--- src/rtl/keypad_entry_unit.sv ---
// Keypad numeric-entry controller: turns 4x4 keypad presses into a
// signed decimal value with display digits, overflow LEDs and pause/switch modes.
module keypad_entry_unit #(
    parameter int DATA_WIDTH = 32,
    parameter int DIGIT_CNT  = 8,
    parameter int OVF_CNT    = 2,
    parameter int RADIX_W    = 4
) (
    input  logic                           clk,
    input  logic                           rst,
    input  logic [7:0]                     key_coord,
    input  logic                           ignore_pause,
    input  logic                           input_enable,
    output logic                           input_complete,
    output logic [DATA_WIDTH-1:0]          keypad_data,
    output logic [DIGIT_CNT*RADIX_W-1:0]   keypad_digits,
    output logic                           keypad_negative,
    output logic                           switch_enable,
    output logic                           cpu_pause,
    output logic [OVF_CNT-1:0]             overflow_leds,
    output logic                           value_saturated
);

    localparam int DIG_W   = DIGIT_CNT * RADIX_W;
    localparam int OVF_W   = OVF_CNT * RADIX_W;
    localparam int CNT_MAX = DIGIT_CNT + OVF_CNT;
    localparam int CNT_W   = $clog2(CNT_MAX + 1);
    localparam int EXT_W   = DATA_WIDTH + 4;
    localparam logic [EXT_W-1:0] MAG_MIN = EXT_W'(1) << (DATA_WIDTH - 1);

    typedef enum logic [1:0] {BLOCK, KEYPAD, SWITCH, PAUSE} state_t;

    state_t                state, state_n, prev_st, prev_n;
    logic [DATA_WIDTH-1:0] mag, mag_n, data_n;
    logic [CNT_W-1:0]      cnt, cnt_n;
    logic [OVF_W-1:0]      ovf, ovf_n;
    logic [DIG_W-1:0]      dig_n;
    logic [7:0]            prev_key;
    logic                  neg_n, sat_n, sw_n, pause_n, cmp_n, do_clr;
    logic                  key_ev, is_dig, is_bs, is_ent, is_pau, is_sw, is_sgn, is_clr;
    logic [3:0]            dval;
    logic [EXT_W-1:0]      cand, limit;

    // Key classification and edge detection against last cycle's coordinate
    always_comb begin
        key_ev = (key_coord != 8'h00) && (key_coord != prev_key);
        is_dig = 1'b0;
        is_bs  = 1'b0;
        is_ent = 1'b0;
        is_pau = 1'b0;
        is_sw  = 1'b0;
        is_sgn = 1'b0;
        is_clr = 1'b0;
        dval   = 4'd0;
        case (key_coord)
            8'hBE: begin is_dig = 1'b1; dval = 4'd0; end
            8'h77: begin is_dig = 1'b1; dval = 4'd1; end
            8'hB7: begin is_dig = 1'b1; dval = 4'd2; end
            8'hD7: begin is_dig = 1'b1; dval = 4'd3; end
            8'h7B: begin is_dig = 1'b1; dval = 4'd4; end
            8'hBB: begin is_dig = 1'b1; dval = 4'd5; end
            8'hDB: begin is_dig = 1'b1; dval = 4'd6; end
            8'h7D: begin is_dig = 1'b1; dval = 4'd7; end
            8'hBD: begin is_dig = 1'b1; dval = 4'd8; end
            8'hDD: begin is_dig = 1'b1; dval = 4'd9; end
            8'h7E: is_bs  = 1'b1;
            8'hDE: is_ent = 1'b1;
            8'hE7: is_pau = 1'b1;
            8'hEB: is_sw  = 1'b1;
            8'hED: is_sgn = 1'b1;
            8'hEE: is_clr = 1'b1;
            default: ;
        endcase
    end

    // Candidate magnitude and the range limit for the current sign
    always_comb begin
        cand  = EXT_W'(mag) * EXT_W'(10) + EXT_W'(dval);
        limit = keypad_negative ? MAG_MIN : MAG_MIN - EXT_W'(1);
    end

    // Next-state and datapath updates
    always_comb begin
        state_n = state;
        prev_n  = prev_st;
        mag_n   = mag;
        cnt_n   = cnt;
        ovf_n   = ovf;
        dig_n   = keypad_digits;
        neg_n   = keypad_negative;
        sat_n   = value_saturated;
        sw_n    = switch_enable;
        pause_n = cpu_pause;
        cmp_n   = 1'b0;
        do_clr  = 1'b0;
        unique case (state)
            BLOCK: begin
                if (input_enable) begin
                    state_n = KEYPAD;
                    sw_n    = 1'b0;
                    do_clr  = 1'b1;
                end else if (key_ev && is_pau) begin
                    state_n = PAUSE;
                    prev_n  = BLOCK;
                    pause_n = 1'b1;
                end
            end
            KEYPAD: begin
                if (key_ev) begin
                    if (is_dig) begin
                        if (!((dval == 4'd0 && cnt == '0) ||
                              cnt == CNT_W'(CNT_MAX))) begin
                            if (cand > limit) begin
                                sat_n = 1'b1;
                            end else begin
                                mag_n = DATA_WIDTH'(cand);
                                ovf_n = (ovf << RADIX_W) |
                                        OVF_W'(keypad_digits[DIG_W-1 -: RADIX_W]);
                                dig_n = (keypad_digits << RADIX_W) | DIG_W'(dval);
                                cnt_n = cnt + CNT_W'(1);
                                sat_n = 1'b0;
                            end
                        end
                    end else if (is_bs) begin
                        if (cnt != '0) begin
                            mag_n = mag / DATA_WIDTH'(10);
                            dig_n = (keypad_digits >> RADIX_W) |
                                    (DIG_W'(ovf[RADIX_W-1:0]) << (DIG_W - RADIX_W));
                            ovf_n = ovf >> RADIX_W;
                            cnt_n = cnt - CNT_W'(1);
                            sat_n = 1'b0;
                        end
                    end else if (is_sgn) begin
                        if (keypad_negative && EXT_W'(mag) == MAG_MIN) begin
                            sat_n = 1'b1;
                        end else begin
                            neg_n = ~keypad_negative;
                            sat_n = 1'b0;
                        end
                    end else if (is_clr) begin
                        do_clr = 1'b1;
                    end else if (is_sw) begin
                        state_n = SWITCH;
                        sw_n    = 1'b1;
                    end else if (is_ent) begin
                        cmp_n   = 1'b1;
                        cnt_n   = '0;
                        state_n = BLOCK;
                    end else if (is_pau) begin
                        state_n = PAUSE;
                        prev_n  = KEYPAD;
                        pause_n = 1'b1;
                    end
                end
            end
            SWITCH: begin
                if (key_ev) begin
                    if (is_sw) begin
                        state_n = KEYPAD;
                        sw_n    = 1'b0;
                    end else if (is_ent) begin
                        cmp_n   = 1'b1;
                        cnt_n   = '0;
                        state_n = BLOCK;
                    end else if (is_pau) begin
                        state_n = PAUSE;
                        prev_n  = SWITCH;
                        pause_n = 1'b1;
                    end
                end
            end
            PAUSE: begin
                if (key_ev && is_pau && !ignore_pause) begin
                    state_n = prev_st;
                    pause_n = 1'b0;
                end
            end
            default: state_n = BLOCK;
        endcase
        if (do_clr) begin
            mag_n = '0;
            cnt_n = '0;
            ovf_n = '0;
            dig_n = '0;
            neg_n = 1'b0;
            sat_n = 1'b0;
        end
        data_n = neg_n ? -mag_n : mag_n;
    end

    // Overflow LEDs track how many digits sit beyond the display
    always_comb begin
        overflow_leds = '0;
        for (int k = 0; k < OVF_CNT; k++) begin
            overflow_leds[k] = (int'(cnt) >= DIGIT_CNT + k + 1);
        end
    end

    // State and output registers
    always_ff @(posedge clk) begin
        if (rst) begin
            state           <= BLOCK;
            prev_st         <= BLOCK;
            mag             <= '0;
            cnt             <= '0;
            ovf             <= '0;
            prev_key        <= 8'h00;
            keypad_digits   <= '0;
            keypad_negative <= 1'b0;
            value_saturated <= 1'b0;
            switch_enable   <= 1'b0;
            cpu_pause       <= 1'b0;
            input_complete  <= 1'b0;
            keypad_data     <= '0;
        end else begin
            state           <= state_n;
            prev_st         <= prev_n;
            mag             <= mag_n;
            cnt             <= cnt_n;
            ovf             <= ovf_n;
            prev_key        <= key_coord;
            keypad_digits   <= dig_n;
            keypad_negative <= neg_n;
            value_saturated <= sat_n;
            switch_enable   <= sw_n;
            cpu_pause       <= pause_n;
            input_complete  <= cmp_n;
            keypad_data     <= data_n;
        end
    end

endmodule

--- config.mk ---
export PLATFORM = sky130hd
export DESIGN_NAME = keypad_entry_unit
export DESIGN_NICKNAME = d
export VERILOG_FILES = /design/src/rtl/keypad_entry_unit.sv
export SDC_FILE = /design/constraint.sdc
export NUM_CORES = 1
export LEC_CHECK = 0
export CAP_MARGIN = 20
export CORE_MARGIN = 3
export CORE_UTILIZATION = 57
export DETAILED_ROUTE_END_ITERATION = 16
export PLACE_DENSITY_LB_ADDON = 0.25
export SLEW_MARGIN = 20
export SYNTH_ARGS = -nofsm -noshare
export SYNTH_HDL_FRONTEND = slang
export SYNTH_SLANG_ARGS = --single-unit
--- constraint.sdc ---
create_clock -name clk -period 11.3 [get_ports clk]
set_input_delay 1.695 -clock clk [delete_from_list [all_inputs] [get_ports clk]]
set_output_delay 1.695 -clock clk [all_outputs]
set_load 0.005 [all_outputs]
Yosys cells after proc, flatten, opt, wreduce, memory -nomap -nowiden
Index checks and enable logic that the tools add are counted.

storage, ports and cells
  bits in writable memories = 0
  logic and storage cells = 223
  register bits after elaboration = 125
  bits in latches = 0
  memories kept = 0
  input port bits = 12
  memory bits (read-only) = 0
  output and inout bits = 71

operators by class
  bitwise operators = 4
  div/mod/pow operators = 1
  reductions and logical operators = 26
  add/sub/neg operators = 4
  equality and inequality tests = 49
  shift operators = 0
  order comparisons = 3
  multiplexer cells = 122
  multiply operators = 1

operators with widths
  kind                     number
  $mux W32                 15
  $eq A8 B8 Y1 const B     12
  $mux W1                  56
  $mux W2                  27
  $mux W4                  11
  $mux W8                  5
  $ne A2 B2 Y1 const B     20
  $add A36 B4 Y36          1
  $gt A36 B32 Y1           1
  $pmux W4 S9              1
  $mul A32 B3 Y35 const B  1
  $div A32 B4 Y32 const B  1
  $eq A32 B32 Y1 const B   1
  $eq A8 B7 Y1 const B     4
  $neg A32 Y32             1
  $or A28 B32 Y32          1
  $or A32 B4 Y32           1
  $reduce_and A8 Y1        2
  $reduce_and A15 Y1       1
  $ne A4 B4 Y1 const B     3
  $reduce_and A10 Y1       1
  $reduce_or A10 Y1        1
  $ne A3 B3 Y1 const B     3
  $reduce_and A9 Y1        1
  other kinds (28)         39

Logic depth before layout (Yosys ltp)
  depth after elaboration = 12
  depth in mapped cells = 51
  mapped depth without buffers = 50

Least setup slack after synthesis
Ideal clock, no wire load.

  path type = reg2reg
  from = register mag[30]
  to = register keypad_data[20]
  data arrival time = 11.106 ns
  stages on the path, launching flop included = 49
  data required time = 11.179 ns
  slack = 0.073 ns
  setup time = 0.121 ns
  period minus slack after synthesis = 11.227 ns
  path buffers = 7
  cell sequence = dfxtp_1 > buf_4 > or3b_1 > a31o_1 > o211ai_2 > o21ai_1 > o32a_1 > and2_1 > buf_4 > or4_1 > nand3_1 > nor2_1 > buf_2 > o22ai_1 > nand3b_1 > or3_1 > buf_2 > a32o_1 > [... 13 more ...] > nand2_1 > a2111o_1 > or2_1 > clkbuf_1 > a2111oi_2 > nor4bb_1 > and3_1 > a21oi_2 > mux2_4 > a2111oi_4 > nor2_2 > buf_6 > inv_1 > ha_1 > inv_1 > nor4_2 > a21oi_1 > mux2_2

on the way
  cells in the longest elaborated chain, start to end = 11
  elaborated cells between the ends (all ways) = 23
  classes of those cells = 2 x add/sub; 1 x mul; 1 x div; 1 x order compare; 1 x eq/ne; 16 x mux; 1 x reduce/logical

RTL lines
  element                                                                   line  source
  start: declaration                                                        34    logic [DATA_WIDTH-1:0] mag, mag_n, data_n;
  start signal: assignment                                                  218   mag <= mag_n;
  parallel branches: the longest is 10 deep, another holds $div A32 B4 Y32  --
  $mux W32 (*)                                                              188   data_n = neg_n ? -mag_n : mag_n;
  end signal: assignment                                                    228   keypad_data <= data_n;
  end: declaration                                                          15    output logic [DATA_WIDTH-1:0] keypad_data,

Mark *: on every way between the ends.
A chain may end at the register's enable or synchronous reset.

Final worst setup path
  from = register mag[29]
  to = register keypad_data[24]

Same word-level chain as after synthesis.

==> results_tabular.tex <==
\begin{tabular}{lr}
\hline
Metric & Value \\
\hline
\multicolumn{2}{l}{\textbf{Routing}} \\
Wire length per cell after detailed routing & 20.7 um \\
Count of nets left with antenna violations after detail routing & 0 \\
First-pass detailed-route iteration total & 6 \\
WL final & 58.5 mm \\
Total via count in the routed design & 19300 \\
DRC violations left & 0 \\
1st-iter DRT viols & 2157 \\
Via density per instance & 6.81 \\
\multicolumn{2}{l}{\textbf{Yosys}} \\
Sequential area share after synthesis & 15.8\% \\
Top cell types by occurrence after synthesis & 229 x sky130\_fd\_sc\_hd\_\_nor2\_1, 220 x sky130\_fd\_sc\_hd\_\_nand2\_1, 142 x sky130\_fd\_sc\_hd\_\_a21oi\_1, 124 x sky130\_fd\_sc\_hd\_\_dfxtp\_1, 121 x sky130\_fd\_sc\_hd\_\_o21ai\_0 \\
Synthesis-stage register bit count & 124 \\
Number of enable-type register cells in the synthesized netlist & 0 \\
Cell types with the largest area share after synthesis & sky130\_fd\_sc\_hd\_\_dfxtp\_1 16\%, sky130\_fd\_sc\_hd\_\_ha\_1 8.3\%, sky130\_fd\_sc\_hd\_\_nor2\_1 5.5\% \\
Share of Yosys cell area claimed by the top area cell type & 15.8\% \\
Cell variety after synth & 122 \\
Most common cell in the synthesized netlist & sky130\_fd\_sc\_hd\_\_nor2\_1 \\
Mapped Nets & 2292 \\
Number of instances in the synthesized netlist & 2174 \\
Per-instance average area after synthesis & 7.23 um2 \\
Cell area after technology mapping & 15700 um2 \\
Area leader, netlist & sky130\_fd\_sc\_hd\_\_dfxtp\_1 \\
Async SR Flop Fraction & 0\% \\
Prevailing post-synth register cell & sky130\_fd\_sc\_hd\_\_dfxtp\_1 \\
Number of warnings issued by yosys & 0 \\
\multicolumn{2}{l}{\textbf{Critical path}} \\
Endpoint arrival time on the critical path & 11580 ps \\
Most repeated library cell on the critical path & sky130\_fd\_sc\_hd\_\_buf\_4 \\
Classification of the worst setup path & register to register \\
Nature of the critical path startpoint & register \\
Top cell family by delay on the critical path & compound AO/OA/AOI/OAI gates \\
Max stage delay on crit path & 390 ps \\
Critical path fanouts, max & 13 \\
Critical path's slowest cell & sky130\_fd\_sc\_hd\_\_a21oi\_1 \\
Buf+Inv Stages, Crit Path & 14 \\
Required arrival time at the worst endpoint & 11600 ps \\
Crit end category & register \\
\multicolumn{2}{l}{\textbf{Status}} \\
Status & finished clean \\
\multicolumn{2}{l}{\textbf{Placement}} \\
Instance area at placement & 18500 um2 \\
Global placer's final weighted congestion & 0.973 \\
Post-detail-place hpwl & 39.9 mm \\
Port buffer count & 82 \\
Number of placed cells counting well taps & 2734 \\
\multicolumn{2}{l}{\textbf{Clock tree}} \\
Clk root buf & sky130\_fd\_sc\_hd\_\_clkbuf\_16 \\
TritonCTS clock tree & built \\
CTS Sinks & 124 \\
TritonCTS buffer count & 17 \\
Clock slew at the register clock pins of the worst setup and hold paths & 60 ps \\
Source-to-sink clock delay at the later pin of the worst-skew pair & 430 ps \\
Hold buffer count at CTS & 0 \\
Maximum buffer depth of the clock tree & 2 \\
Count of H-tree levels built during CTS & 4 \\
\multicolumn{2}{l}{\textbf{Cells and area}} \\
Area growth from synthesis to layout & 33.4\% \\
Layout Cell Area excl Fill & 21000 um2 \\
Fin cells & 2833 \\
Final net count & 2596 \\
Area used by sequential logic in the layout & 2500 um2 \\
Share of layout cells above drive strength 1 & 26.1\% \\
Number of filler cells placed in the layout & 1954 \\
Area occupied by multi-input gates & 13400 um2 \\
Post-route core utilization & 77.6\% \\
\multicolumn{2}{l}{\textbf{Timing}} \\
Clock tree skew after final layout & 9.46 ps \\
Setup repair after global routing missed its margin & yes \\
Count of final max-slew check failures & 0 \\
Shortest clock period the worst path allows after layout & 11280 ps \\
Slew at the pin with the worst max-slew slack & 1070 ps \\
Period utilization & 99.8\% \\
Max-slew headroom at the worst pin & 28.3\% \\
Final hold vios & 0 \\
Highest Clock Rate & 88.7 MHz \\
Number of failing setup endpoints in the final timing report & 0 \\
Setup total negative slack & 0 ps \\
\multicolumn{2}{l}{\textbf{Die}} \\
Initial core utilization & 58.1\% \\
Die Area & 29600 um2 \\
Core region area & 27000 um2 \\
Number of cell rows & 60 \\
Boundary Pins & 83 \\
Die outline width & 172 um \\
Vertical die dimension & 172 um \\
\multicolumn{2}{l}{\textbf{Power}} \\
Static leakage power & 8.31 nW \\
Power density normalized to cell area & 143 nW/um2 \\
Total design power & 2.99 mW \\
Worst IR drop on VDD & 0.184 mV \\
\multicolumn{2}{l}{\textbf{Global routing}} \\
Largest net degree at the start of global routing & 73 \\
Grt ovf & 0 \\
Number of global-route vias before repair & 17500 \\
Number of antenna violations at the first check in global routing & 0 \\
Gr usage total & 36.0\% \\
Global-route wire length before repair & 88.7 mm \\
\multicolumn{2}{l}{\textbf{Hold path}} \\
Hold Path Class & register to register \\
\multicolumn{2}{l}{\textbf{Run}} \\
Total of max-cap violations & 0 \\
\hline
\end{tabular}
report_power, final:
| group | switching [mW] | internal [mW] | total (mW) |
|---|---|---|---|
| combinational | 1.01 | 0.915 | 1.93 |
| clock | 0.214 | 0.390 | 0.604 |
| sequential | 0.00964 | 0.448 | 0.457 |
| total | 1.24 | 1.75 | 2.99 |
final cells by class:
type	instances	share of cell area, %
Antenna cell	1	0.0119
Clock buffer	21	2.24
Clock inverter	11	0.859
Inverter	71	1.27
Multi-Input combinational cell	1816	64.1
Sequential cell	124	11.9
Tap cell	341	2.04
Timing Repair Buffer	448	17.6
registers in the layout, indices dropped and copies added, names as in the netlist:
register         flops
mag                 31
ovf                  8
value_saturated      1
keypad_digits       32
cpu_pause            1
prev_key             8
state                2
keypad_data         32
prev_st              2
keypad_negative      1
cnt                  4
input_complete       1
switch_enable        1
tightest hold or removal path: cells and delay by family, from the launching register on:
family             cells  cell delay, ps
AOI/OAI and AO/OA      1              80
DFF                    1             310
and+or+nand+nor        1              50
layout by cell type, fill, tap and decap left out, drive strengths merged, types with 19 or more instances in the layout:
cell type,netlist,final
o21a,23,23
o21ai,128,128
a31oi,22,22
buf,45,365
clkbuf,118,21
a311oi,39,39
o211ai,30,30
a21oi,147,147
and2,27,27
xor2,24,24
nor4,31,31
nor3,56,56
a2111oi,20,20
xnor2,64,64
clkdlybuf4s50,0,81
ha,104,104
nand2b,21,21
inv,64,67
nand3,67,67
nor2,233,233
or3,22,22
a21o,23,23
dfxtp,124,124
o2111ai,19,19
nand2,222,222
nor2b,35,35
o31ai,24,24
nand4,38,38
a211oi,40,40
and3,21,21
logic make-up (layout without fill, tap and decap cells):
family / Yosys count / after routing / synth area share [%]
xor gates and xnor gates: 89 / 89 / 5.05
buffers and inverters: 234 / 551 / 6.24
DFF: 124 / 124 / 15.8
and+or+nand+nor: 855 / 855 / 27.2
AOI/OAI and AO/OA: 737 / 737 / 35.2
muxes: 25 / 25 / 1.70
adders and majority gates: 110 / 110 / 8.79
other: 0 / 1 / 0
per-stage QoR:
stage                     hold WS [ps]  setup WS (ps)
after floorplan                    455           73.4
after global placement             463           -228
after detailed placement           467           -401
after CTS                          483           37.2
after global routing               524           -325
final                              487           22.3
worst paths after layout:
check	startpoint	end	slack, ps	cells after the start
worst max-delay path	mag[29]	keypad_data[24]	20	53
worst min-delay path	ovf[6]	ovf[2]	490	2
worst max register to register	mag[29]	keypad_data[24]	20	53
worst min register to register	ovf[6]	ovf[2]	490	2
per-layer routing:
layer | track usage [%] | share of wire (%)
met5 | 0 | 0
met4 | 13.2 | 4.2
met3 | 6.01 | 8.4
met2 | 58.7 | 47
met1 | 47.9 | 41
what timing repair did:
action                     CTS  global route
buffers inserted             9            57
gates cloned                 0             1
gates resized for setup     47           227
setup endpoints to repair   24            31
pin swaps                   17            93
No activity file was read; power rests on OpenSTA's default activity.
